## src/rtl/mem_port_arbiter_pkg.sv

```systemverilog
// Shared encodings and defaults for the memory port arbiter.
package mem_port_arbiter_pkg;

  // Grant FSM state encoding
  typedef enum logic [1:0] {
    ST_IDLE  = 2'b00,
    ST_ISSUE = 2'b01,
    ST_WAIT  = 2'b10
  } arb_state_e;

  // Which port owns the transaction currently in flight
  typedef enum logic {
    OWN_I = 1'b0,
    OWN_D = 1'b1
  } arb_owner_e;

  // Default WAIT-state budget before the watchdog gives up on the memory
  localparam int unsigned DEFAULT_TIMEOUT = 32;

endpackage

```

## src/rtl/arb_watchdog.sv

```systemverilog
// Clear/enable cycle counter with a terminal-count flag. o_tc is high in the
// enabled cycle whose increment would bring the count to TIMEOUT.
module arb_watchdog
  import mem_port_arbiter_pkg::*;
#(
  parameter int unsigned TIMEOUT = DEFAULT_TIMEOUT
) (
  input  logic clk,
  input  logic rst,
  input  logic i_clr,
  input  logic i_en,
  output logic o_tc
);

  localparam int unsigned CW = $clog2(TIMEOUT + 1);
  localparam logic [CW-1:0] TC_VAL = CW'(TIMEOUT - 1);

  logic [CW-1:0] r_count;

  // Count enabled cycles; clear has priority so a finished wait restarts at 0
  always_ff @(posedge clk or negedge rst) begin
    if (!rst) begin
      r_count <= '0;
    end else if (i_clr) begin
      r_count <= '0;
    end else if (i_en) begin
      r_count <= r_count + 1'b1;
    end
  end

  assign o_tc = i_en & (r_count == TC_VAL);

endmodule

```

## src/rtl/mem_port_arbiter.sv

```systemverilog
// Shares one multi-cycle memory between the fetch (I) and data (D) ports.
// Handshake: a port's request is a level held until its done pulse; done is
// a one-cycle registered strobe and the port is masked from arbitration in
// that cycle. Toward memory, m_req is a one-cycle command strobe issued only
// when m_busy is low, and m_done is a one-cycle completion strobe in WAIT.
module mem_port_arbiter
  import mem_port_arbiter_pkg::*;
#(
  parameter int unsigned AW      = 16,
  parameter int unsigned DW      = 16,
  parameter int unsigned TIMEOUT = DEFAULT_TIMEOUT
) (
  input  logic          clk,
  input  logic          rst,
  input  logic          i_req,
  input  logic [AW-1:0] i_addr,
  output logic [DW-1:0] i_rdata,
  output logic          i_done,
  output logic          i_stall,
  input  logic          d_rd,
  input  logic          d_wr,
  input  logic [AW-1:0] d_addr,
  input  logic [DW-1:0] d_wdata,
  output logic [DW-1:0] d_rdata,
  output logic          d_done,
  output logic          d_stall,
  output logic          m_req,
  output logic          m_wr,
  output logic [AW-1:0] m_addr,
  output logic [DW-1:0] m_wdata,
  input  logic          m_busy,
  input  logic          m_done,
  input  logic [DW-1:0] m_rdata,
  output logic          err,
  output arb_state_e    dbg_state
);

  arb_state_e r_state;
  arb_state_e w_state_nxt;
  arb_owner_e r_owner;
  logic       r_prio_i;
  logic       r_is_wr;
  logic       r_err;
  logic       r_i_done;
  logic       r_d_done;
  logic [DW-1:0] r_i_rdata;
  logic [DW-1:0] r_d_rdata;
  logic          r_m_req;
  logic          r_m_wr;
  logic [AW-1:0] r_m_addr;
  logic [DW-1:0] r_m_wdata;

  logic w_i_pend;
  logic w_d_pend;
  logic w_grant_i;
  logic w_grant_d;
  logic w_finish;
  logic w_timeout;
  logic w_tc;

  // A port that is completing this cycle is not pending, preventing a re-grant
  assign w_i_pend = i_req & ~r_i_done;
  assign w_d_pend = (d_rd | d_wr) & ~r_d_done;

  arb_watchdog #(
    .TIMEOUT(TIMEOUT)
  ) u_watchdog (
    .clk  (clk),
    .rst  (rst),
    .i_clr((r_state != ST_WAIT) | w_finish),
    .i_en (r_state == ST_WAIT),
    .o_tc (w_tc)
  );

  // State register
  always_ff @(posedge clk or negedge rst) begin
    if (!rst) begin
      r_state <= ST_IDLE;
    end else begin
      r_state <= w_state_nxt;
    end
  end

  // Next state and grant/finish decisions; fetch wins a tie only when prio_i is set
  always_comb begin
    w_state_nxt = r_state;
    w_grant_i   = 1'b0;
    w_grant_d   = 1'b0;
    w_finish    = 1'b0;
    unique case (r_state)
      ST_IDLE: begin
        if (!m_busy) begin
          if (w_i_pend && (!w_d_pend || r_prio_i)) begin
            w_grant_i   = 1'b1;
            w_state_nxt = ST_ISSUE;
          end else if (w_d_pend) begin
            w_grant_d   = 1'b1;
            w_state_nxt = ST_ISSUE;
          end
        end
      end
      ST_ISSUE: begin
        w_state_nxt = ST_WAIT;
      end
      ST_WAIT: begin
        if (m_done || w_tc) begin
          w_finish    = 1'b1;
          w_state_nxt = ST_IDLE;
        end
      end
      default: begin
        w_state_nxt = ST_IDLE;
      end
    endcase
  end

  // A real response beats the watchdog when both land in the same cycle
  assign w_timeout = w_finish & ~m_done;

  // Grant bookkeeping: owner, write flag and the fairness bit
  always_ff @(posedge clk or negedge rst) begin
    if (!rst) begin
      r_owner  <= OWN_D;
      r_prio_i <= 1'b0;
      r_is_wr  <= 1'b0;
    end else if (w_grant_i) begin
      r_owner  <= OWN_I;
      r_prio_i <= 1'b0;
      r_is_wr  <= 1'b0;
    end else if (w_grant_d) begin
      r_owner  <= OWN_D;
      r_is_wr  <= d_wr;
      if (w_i_pend) begin
        r_prio_i <= 1'b1;
      end
    end
  end

  // Memory command registers: loaded on grant, visible only during ISSUE
  always_ff @(posedge clk or negedge rst) begin
    if (!rst) begin
      r_m_req   <= 1'b0;
      r_m_wr    <= 1'b0;
      r_m_addr  <= '0;
      r_m_wdata <= '0;
    end else if (w_grant_i) begin
      r_m_req   <= 1'b1;
      r_m_wr    <= 1'b0;
      r_m_addr  <= i_addr;
      r_m_wdata <= '0;
    end else if (w_grant_d) begin
      r_m_req   <= 1'b1;
      r_m_wr    <= d_wr;
      r_m_addr  <= d_addr;
      r_m_wdata <= d_wdata;
    end else begin
      r_m_req   <= 1'b0;
      r_m_wr    <= 1'b0;
      r_m_addr  <= '0;
      r_m_wdata <= '0;
    end
  end

  // Completion: route read data to the owner and pulse its done for one cycle
  always_ff @(posedge clk or negedge rst) begin
    if (!rst) begin
      r_i_done  <= 1'b0;
      r_d_done  <= 1'b0;
      r_i_rdata <= '0;
      r_d_rdata <= '0;
    end else begin
      r_i_done <= 1'b0;
      r_d_done <= 1'b0;
      if (w_finish) begin
        if (r_owner == OWN_I) begin
          r_i_done  <= 1'b1;
          r_i_rdata <= w_timeout ? '0 : m_rdata;
        end else begin
          r_d_done <= 1'b1;
          if (w_timeout) begin
            r_d_rdata <= '0;
          end else if (!r_is_wr) begin
            r_d_rdata <= m_rdata;
          end
        end
      end
    end
  end

  // Sticky watchdog flag
  always_ff @(posedge clk or negedge rst) begin
    if (!rst) begin
      r_err <= 1'b0;
    end else if (w_timeout) begin
      r_err <= 1'b1;
    end
  end

  assign i_rdata   = r_i_rdata;
  assign i_done    = r_i_done;
  assign i_stall   = i_req & ~r_i_done;
  assign d_rdata   = r_d_rdata;
  assign d_done    = r_d_done;
  assign d_stall   = (d_rd | d_wr) & ~r_d_done;
  assign m_req     = r_m_req;
  assign m_wr      = r_m_wr;
  assign m_addr    = r_m_addr;
  assign m_wdata   = r_m_wdata;
  assign err       = r_err;
  assign dbg_state = r_state;

endmodule

```

## config.mk

```make
export PLATFORM = sky130hd
export DESIGN_NAME = mem_port_arbiter
export DESIGN_NICKNAME = d
export VERILOG_FILES = /design/src/rtl/mem_port_arbiter_pkg.sv /design/src/rtl/arb_watchdog.sv /design/src/rtl/mem_port_arbiter.sv
export SDC_FILE = /design/constraint.sdc
export NUM_CORES = 1
export LEC_CHECK = 0
export ABC_CLOCK_PERIOD_IN_PS = 1900
export CAP_MARGIN = 10
export CORE_MARGIN = 2
export CORE_UTILIZATION = 43
export CTS_CLUSTER_DIAMETER = 80
export CTS_CLUSTER_SIZE = 14
export DETAILED_ROUTE_END_ITERATION = 8
export PLACE_DENSITY = 0.8
export REMOVE_ABC_BUFFERS = 1
export SYNTH_ARGS = -nofsm -noshare
export SYNTH_HDL_FRONTEND = slang
export SYNTH_SLANG_ARGS = --single-unit
export TNS_END_PERCENT = 20
```

## constraint.sdc

```tcl
create_clock -name clk -period 1.9 [get_ports clk]
set_input_delay 0.19 -clock clk [delete_from_list [all_inputs] [get_ports clk]]
set_output_delay 0.19 -clock clk [all_outputs]
set_load 0.05 [all_outputs]
```

# == Word level (Yosys, flattened, before mapping) ==
# Cells that the tools add are included.
# W data, S select, Z words.
# op_classes
muxes,38
n_reduce_logical,12
n_eq_ne,8
add_sub_neg,1
bitwise,10
# ops
cell,n
$mux W16,7
$mux W1,24
$mux W6,2
$mux W2,4
$add A6 B1 Y6 const B,1
$eq A6 B5 Y1 const B,1
$ne A2 B2 Y1 const B,3
$pmux W2 S3,1
$reduce_and A3 Y1,2
$reduce_bool A2 Y1,3
$and A1 B1 Y1,4
$not A1 Y1,4
$reduce_and A2 Y1,2
$ne A3 B3 Y1 const B,1
$eq A2 B1 Y1 const B,1
$eq A2 B2 Y1 const B,1
$logic_not A2 Y1,1
$logic_or A1 B1 Y1,2
$ne A2 B1 Y1 const B,1
$or A1 B1 Y1,2
$logic_and A1 B1 Y1,1
$logic_not A1 Y1,1
# word_totals
register_bits,80
output_inout_bits,73

# == Logic depth before layout (Yosys ltp) ==
# Gate-level depths: netlist of run 1.
# logic_depth
word_depth,10
ltp_mapped,5
depth_no_buf,4

# == Cells and area by module ==
# From an unflattened synthesis of run 1, not the netlist that was laid out.
# hier_totals
hier_cells,252
area_unflattened_um2,3225.6
# modules_own_cells
mod,n_inst,seq_area_each_um2,area_each_um2,cells_per_inst
mem_port_arbiter,1,1853.0,2946.6,225
arb_watchdog,1,150.1,279.0,27

# == Worst setup path before layout of run 1 ==
# Ideal clock, no wire load.
# synth_path
path_type,register -> register
from,"reg r_i_done, in the netlist i_done"
to,"reg r_m_addr[10], in the netlist m_addr[10]"
arrival_ps,1694
required_ps,1762
setup_ps,138
slack_ps,68
period_less_slack_ps,1832
path_stages_with_launch,6
path_cell_list,dfrtp_1 -> nor2b_1 -> buf_2 -> a21o_1 -> clkbuf_1 -> o22ai_1
# synth_between
elab_chain_cells,8
word_cells_on_any_way,11
classes_between,mux (8); bitwise (2); reduce/logical (1)
# synth_rtl
element,line,rtl
start: declaration,mem_port_arbiter.sv:44,logic r_i_done;
start signal: assignment,mem_port_arbiter.sv:167,r_i_done <= 1'b0;
start signal: assignment,mem_port_arbiter.sv:172,r_i_done <= 1'b0;
start signal: assignment,mem_port_arbiter.sv:176,r_i_done <= 1'b1;
$not A1 Y1 (*),-,
$and A1 B1 Y1 (*),-,
via i_stall,mem_port_arbiter.sv:19,"output logic i_stall,"
$logic_and A1 B1 Y1 (*),mem_port_arbiter.sv:93,if (w_i_pend && (!w_d_pend || r_prio_i)) begin
$mux W1,mem_port_arbiter.sv:93,
$mux W1,mem_port_arbiter.sv:92,if (!m_busy) begin
$mux W1,mem_port_arbiter.sv:90,unique case (r_state)
$mux W16,mem_port_arbiter.sv:151,end else if (w_grant_d) begin
$mux W16 (*),mem_port_arbiter.sv:146,end else if (w_grant_i) begin
end signal: assignment,mem_port_arbiter.sv:149,r_m_addr <= i_addr;
end signal: assignment,mem_port_arbiter.sv:154,r_m_addr <= d_addr;
end: declaration,mem_port_arbiter.sv:50,logic [AW-1:0] r_m_addr;
# Mark *: on every way through the listed nets, which the timed path passes. The rest lies on a longest branch.
# A chain may end at the register's enable or synchronous reset.

# == Worst setup path in the final report of run 1 ==
# layout_path
from,"reg r_i_rdata[3], in the netlist i_rdata[3]"
to,out i_rdata[3]
# layout_lines
element,line,rtl
start: declaration,mem_port_arbiter.sv:46,logic [DW-1:0] r_i_rdata;
start signal: assignment,mem_port_arbiter.sv:177,r_i_rdata <= w_timeout ? '0 : m_rdata;
end: declaration,mem_port_arbiter.sv:17,"output logic [DW-1:0] i_rdata,"
# No word-level cell between the ends.

==> results of run 1 <==
-- final cells by class --
cell class	count	area, um2
Multi-Input combinational cell	219	1410
Clock buffer	10	138
Sequential cell	80	2000
Timing Repair Buffer	168	1660
Fill cell	588	2410
Inverter	3	11.3
Clock inverter	6	50.0
Tap cell	102	128
-- how the worst max path moves through the flow --
| stage | to | slack (ps) | cells past startpoint |
|---|---|---|---|
| 3_3_place_gp | d_rdata[14]$_DFFE_PN0P_ | 90 | 5 |
| 4_1_cts | d_rdata[2] | 110 | 1 |
| 3_5_place_dp | d_rdata[9]$_DFFE_PN0P_ | 50 | 5 |
| 6_report | i_rdata[3] | 120 | 1 |
| 5_1_grt | i_rdata[3] | 80 | 1 |
| 2_1_floorplan | r_owner$_DFFE_PN1P_ | -770 | 3 |
-- metal layers --
layer | wire (um) | part of all wire | vias up
li1 | - | - | 1439
met1 | 3630 | 0.39 | 1459
met2 | 4400 | 0.48 | 144
met3 | 1030 | 0.11 | 15
met4 | 174 | 0.019 | 0
met5 | 0 | 0 | -
-- synthesized netlist by cell type, types with 5 or more instances --
| master | instances | area share |
|---|---|---|
| nor2_1 | 5 | 0.0053 |
| mux2i_1 | 16 | 0.046 |
| clkbuf_1 | 13 | 0.014 |
| o21ai_0 | 32 | 0.046 |
| dfrtp_1 | 79 | 0.56 |
| a22oi_1 | 16 | 0.034 |
| and2_1 | 17 | 0.030 |
| o22ai_1 | 17 | 0.030 |
| and3b_1 | 16 | 0.040 |
| buf_2 | 6 | 0.0085 |
| nand2b_1 | 18 | 0.032 |
| nand2_1 | 49 | 0.052 |
-- flip-flops by register name, summed over array words and instances (netlist names) --
signal	count
m_req	1
d_rdata	16
r_owner	1
d_done	1
r_prio_i	1
err	1
i_rdata	16
m_wdata	16
m_wr	1
m_addr	16
u_watchdog.r_count	6
r_is_wr	1
i_done	1
dbg_state	2
-- cells in the final DEF (no fill, tap or decap), drive strengths merged, types with 17 or more instances in the layout --
cell type	Yosys	final
and2	17	17
o21ai	34	34
clkdlybuf4s50	0	138
nand2b	18	18
nand2	49	49
dfrtp	79	79
buf	10	29
o22ai	17	17
-- metrics by stage --
stage	hold WS (ps)	instance area [um2]	setup slack, ps	TNS (ps)	std cells
final	362	5390	119	0	588
after global routing	395	5390	76.6	0	588
after CTS	380	5390	113	0	588
after detailed placement	223	5200	49.1	0	571
after global placement	208	5200	94.8	0	571
after floorplan	-106	3400	-769	-23560	302
-- power by group --
group | internal [uW] | switching (uW) | total [uW] | leakage, uW
Combinational | 1450 | 2260 | 3710 | 0.00140
Sequential | 2110 | 323 | 2430 | 0.000941
Clock | 529 | 656 | 1180 | 0.0000952
-- logic make-up after synthesis --
kind of cell    synth area share
flops                      0.570
simple gates               0.195
mux                       0.0456
compound gates             0.142
xor+xnor                 0.00748
buf+inv                   0.0363
fa+ha+maj                0.00356
-- worst register-to-register path, stage by stage, from the launching register on --
cell and delay [ps]:
dfrtp_1 480, or3b_1 460, nor3_4 120, buf_4 220
o21ai_0 130
==> results.yml, run 1 <==
floorplanning:
  pin_count: 144
  initial_core_util: 0.450
  die_y_um: 94.4
  std_cell_rows: 32
  die_w_um: 94.4
  die_area_mm2: 0.00891
  coreArea_mm2: 0.00781
timing:
  period_share: 0.937
  max_slew_margin: 0.588
  max_freq_ghz: 0.561
  fin_skew_ps: 14.4
  finalSetupViolCount: 0
  grt_setup_unrepaired: "no"
  finalHoldViolations: 0
  min_period_ps: 1780
  worstMarginPinSlew_ps: 617
  finalMaxSlewViolations: 0
drt:
  first_iter_violations: 95
  remaining_drc_errors: 0
  drtAntennaViolNets: 0
  totalWireLength_mm: 9.23
  first_pass_iters: 5
  wl_per_cell_um: 15.7
  vias_per_cell: 5.20
  route.vias.total: 3057
global_routing:
  globalRouteMet2Util: 0.348
  grt_pass1_wl_mm: 14.8
  grt_busiest_layer: "met2"
  grt_use_total: 0.214
  grt_overflow: 0
  grt_pass1_vias: 3034
  antenna_found_initial: 0
  grt_max_degree: 43
  use_met3: 0.0750
  use_met1: 0.266
setup_path:
  r2r_cells: 4
  crit_fanout: 3
  worstPathCellList: "clkdlybuf4s50_1"
  slowest_stage: "clkdlybuf4s50_1"
  critPathCaptureType: "output pin"
  worstSetupStartpointType: "flip-flop"
  worstPathRequired_ps: 1710
  worstPathArrival_ps: 1590
  rr_endpoint: "d_rdata[2]$_DFFE_PN0P_"
  reg2reg_from: "dbg_state[0]$_DFFE_PN0P_"
  slowest_delay_ps: 840
  critPathKind: "flip-flop to output pin"
  crit_buf_inv: 1
  r2r_slack_ps: 360
  cpLargestDelayFamily: "buffers and inverters"
  startpoint: "i_rdata[3]$_DFFE_PN0P_"
yosys:
  syn_avg_cell_area_um2: 10.8
  async_flop_share: 1.00
  synth_cells: 325
  synth_edf_count: 0
  synth_seq_cells: 80
  yosysWarnings: 0
  synth_cell_type_count: 42
  ys.flop_type: "dfrtp_1"
  yosysSeqAreaShare: 0.570
  synth_area_mm2: 0.00351
cts:
  ctsHoldBuffers: 1
  clockRootBuffer: "clkbuf_8"
  h-tree-depth: 3
  clk_pin_slew_worst_paths_ps: 90
  numCtsBuffers: 9
  cts_tree: "done"
  worstSkewPairLatency_ps: 350
  cts_sinks: 80
  post-cts-setup-buffers: 0
  cts_max_path_buffers: 2
  cts-resized-gates: 0
placement:
  port-buffer-count: 143
  hpwl_mm: 6.94
  gp_congestion: 0.765
power:
  powerDensity_mw_per_mm2: 1360
  power_uw: 7330
  p_leak_uw: 0.00243
  peakVddDrop_uv: 667
job:
  maxCapViolations: 0
layout:
  synthToLayoutAreaGrowth_pct: 53.5
  final_nets: 553
  final_core_util: 0.691
  drive_above_1_share: 0.111
  antennaDiodeCount: 0
worst_hold_path:
  hold_class: "input pin to async pin"
run_status:
  status: "finished, final reports clean"
(Power assumes the default switching activity.)
==> inputs of run 2 (changes only) <==
--- a/config.mk
+++ b/config.mk
@@ -8,13 +8,15 @@
 export ABC_CLOCK_PERIOD_IN_PS = 1900
 export CAP_MARGIN = 10
 export CORE_MARGIN = 2
-export CORE_UTILIZATION = 43
+export CORE_UTILIZATION = 42
 export CTS_CLUSTER_DIAMETER = 80
 export CTS_CLUSTER_SIZE = 14
 export DETAILED_ROUTE_END_ITERATION = 8
-export PLACE_DENSITY = 0.8
+export MAX_ROUTING_LAYER = met4
+export PLACE_DENSITY = 0.81
 export REMOVE_ABC_BUFFERS = 1
 export SYNTH_ARGS = -nofsm -noshare
 export SYNTH_HDL_FRONTEND = slang
+export SYNTH_HIERARCHICAL = 1
 export SYNTH_SLANG_ARGS = --single-unit
 export TNS_END_PERCENT = 20
==> run 2 against run 1 <==
Clock power is 17% higher; via count is 18% lower; largest cell class unchanged; critical path depth is 7 higher; highest routed layer unchanged.
==> results.yml, run 2 <==
yosys:
  synth_edf_count: 0
  synthTopCellsByCount: "dfrtp_1 (79), nand2_1 (35), mux2_2 (21), and2_1 (17), nor2b_1 (17)"
  synth_cells: 252
  yosysWarnings: 6
  synth_top_area_cell: "dfrtp_1"
  synth_cell_type_count: 40
  yosysMostFrequentCell: "dfrtp_1"
  async_flop_share: 1.00
  synth_seq_cells: 80
  syn_avg_cell_area_um2: 12.8
  yosysSeqAreaShare: 0.621
  ys.flop_type: "dfrtp_1"
  yosys-top-cells-area: "dfrtp_1 (61%), mux2_2 (7.3%), mux2_4 (4.2%), nand2_1 (4.1%), and2_1 (3.3%)"
  synth.top_cell.area_share: 0.613
  synth_area_mm2: 0.00323
drt:
  drtAntennaViolNets: 0
  first_iter_violations: 80
  remaining_drc_errors: 0
  totalWireLength_mm: 8.05
  first_pass_iters: 4
  vias_per_cell: 4.82
  route.vias.total: 2499
  wl_per_cell_um: 15.5
cts:
  clockRootBuffer: "clkbuf_8"
  h-tree-depth: 3
  cts_tree: "done"
  cts_max_path_buffers: 2
  clk_pin_slew_worst_paths_ps: 80
  cts_sinks: 80
  worstSkewPairLatency_ps: 340
  numCtsBuffers: 9
power:
  powerDensity_mw_per_mm2: 1570
  p_leak_uw: 0.00228
  peakVddDrop_uv: 839
timing:
  layout_setup_ws_ps: 52.3
  finalMaxSlewViolations: 0
  worstMarginPinSlew_ps: 535
  finalSetupViolCount: 0
  setup_tns_ps: 0
  fin_skew_ps: 8.39
  finalHoldViolations: 0
  period_share: 0.972
  max_freq_ghz: 0.541
  grt_setup_unrepaired: "yes"
  holdWs_ps: 359
  max_slew_margin: 0.642
  min_period_ps: 1850
setup_path:
  worstPathArrival_ps: 2070
  slowest_stage: "dfrtp_1"
  crit_fanout: 8
  worstPathCellList: "and2b_2 > nand2_2 > nor3_4 > nor2_4 > nor3b_4 > buf_12 > clkbuf_16 > mux2_4"
  cpLargestDelayFamily: "simple AND/OR/NAND/NOR gates"
  slowest_delay_ps: 380
  crit_buf_inv: 2
  critPathKind: "flip-flop to flip-flop"
  critPathCaptureType: "flip-flop"
  worstSetupStartpointType: "flip-flop"
  worstPathRequired_ps: 2120
layout:
  final_nets: 486
  stdcell_area_mm2: 0.00527
  synthToLayoutAreaGrowth_pct: 63.2
  antennaDiodeCount: 0
  final_cell_mix: "clkdlybuf4s50_1 (138), dfrtp_1 (79), nand2_1 (34)"
  mostFrequentLayoutCell: "clkdlybuf4s50_1"
  drive_above_1_share: 0.193
  final_cells: 518
floorplanning:
  initial_core_util: 0.440
  die_area_mm2: 0.00840
  coreArea_mm2: 0.00733
  die_w_um: 91.6
  pin_count: 144
  die_y_um: 91.6
  std_cell_rows: 31
global_routing:
  grt_pass1_wl_mm: 12.6
  grt_max_degree: 46
  grt_overflow: 0
  antenna_found_initial: 0
  grt_pass1_vias: 2577
  grt_use_total: 0.197
placement:
  hpwl_mm: 5.60
  gp_congestion: 0.813
  placed_cells: 496
  port-buffer-count: 143
  postPlaceCellArea_mm2: 0.00487
  detailedPlace.worstSlack_ps: 8.69
job:
  maxCapViolations: 0
worst_hold_path:
  hold_class: "input pin to async pin"
run_status:
  status: "finished, final reports clean"
-- run 2: changes by cell type in the layout (fill, tap and decap cells not counted), sizes merged, moves of 16 or more --
cell,delta
o21ai,-31
mux2,+32
nor2b,+16
nand2b,-18
a22oi,-16
-- run 2: repair_timing --
item,CTS,global route
buffers inserted,0,2
setup endpoints to repair,1,32
gates cloned,0,3
resized for setup,0,14
pin swaps,0,0
hold buffers,1,0
hold endpoints to repair,35,0
-- run 2: power by group --
part	leakage [uW]	switching [uW]	internal [uW]	total (uW)
Clock	0.000109	603	780	1380
Combinational	0.00114	2650	1680	4330
Sequential	0.00104	300	2240	2540
-- run 2: per-stage QoR --
stage / power [uW] / util
after CTS: 8180 / 0.697
after detailed placement: 6780 / 0.664
after global placement: 6710 / 0.664
final: 8250 / 0.718
after floorplan: 5190 / -
after global routing: 8600 / 0.718
-- run 2: cell type report --
type,count,area [um2]
Inverter,3,11.3
Sequential cell,80,2000
Clock buffer,10,138
Multi-Input combinational cell,159,1230
Tap cell,99,124
Fill cell,502,2070
Clock inverter,6,92.6
Timing Repair Buffer,161,1670
-- run 2: metal layers --
layer / wire length (um) / GRT usage
met1: 3430 / 0.239
met2: 4120 / 0.330
met3: 357 / 0.0362
met4: 139 / 0.0694
met5: 0 / -
-- run 2: worst paths after layout --
check                                          end  slack (ps)  cells past startpoint                     start
max in group asynchronous      r_owner$_DFFE_PN1P_         880                      3                       rst
min in group clk              m_wdata[1]$_DFF_PN0_         400                      2                d_wdata[1]
max                        i_rdata[12]$_DFFE_PN0P_          50                      8  dbg_state[0]$_DFFE_PN0P_
max reg2reg                i_rdata[12]$_DFFE_PN0P_          50                      8  dbg_state[0]$_DFFE_PN0P_
min reg2reg                        err$_DFFE_PN0P_         510                      1           err$_DFFE_PN0P_
min                        i_rdata[13]$_DFFE_PN0P_         360                      2                       rst
-- run 2: logic make-up (layout without fill, tap and decap cells) --
kind of cell / Yosys count / after routing / share of synthesized area
AO/OA/AOI/OAI: 28 / 28 / 0.0578
flip-flops: 80 / 80 / 0.621
multiplexers: 33 / 33 / 0.125
buffers and inverters: 14 / 180 / 0.0233
AND/OR/NAND/NOR: 92 / 93 / 0.158
adder cells (fa/ha/maj): 1 / 1 / 0.00388
XOR/XNOR: 4 / 4 / 0.0109
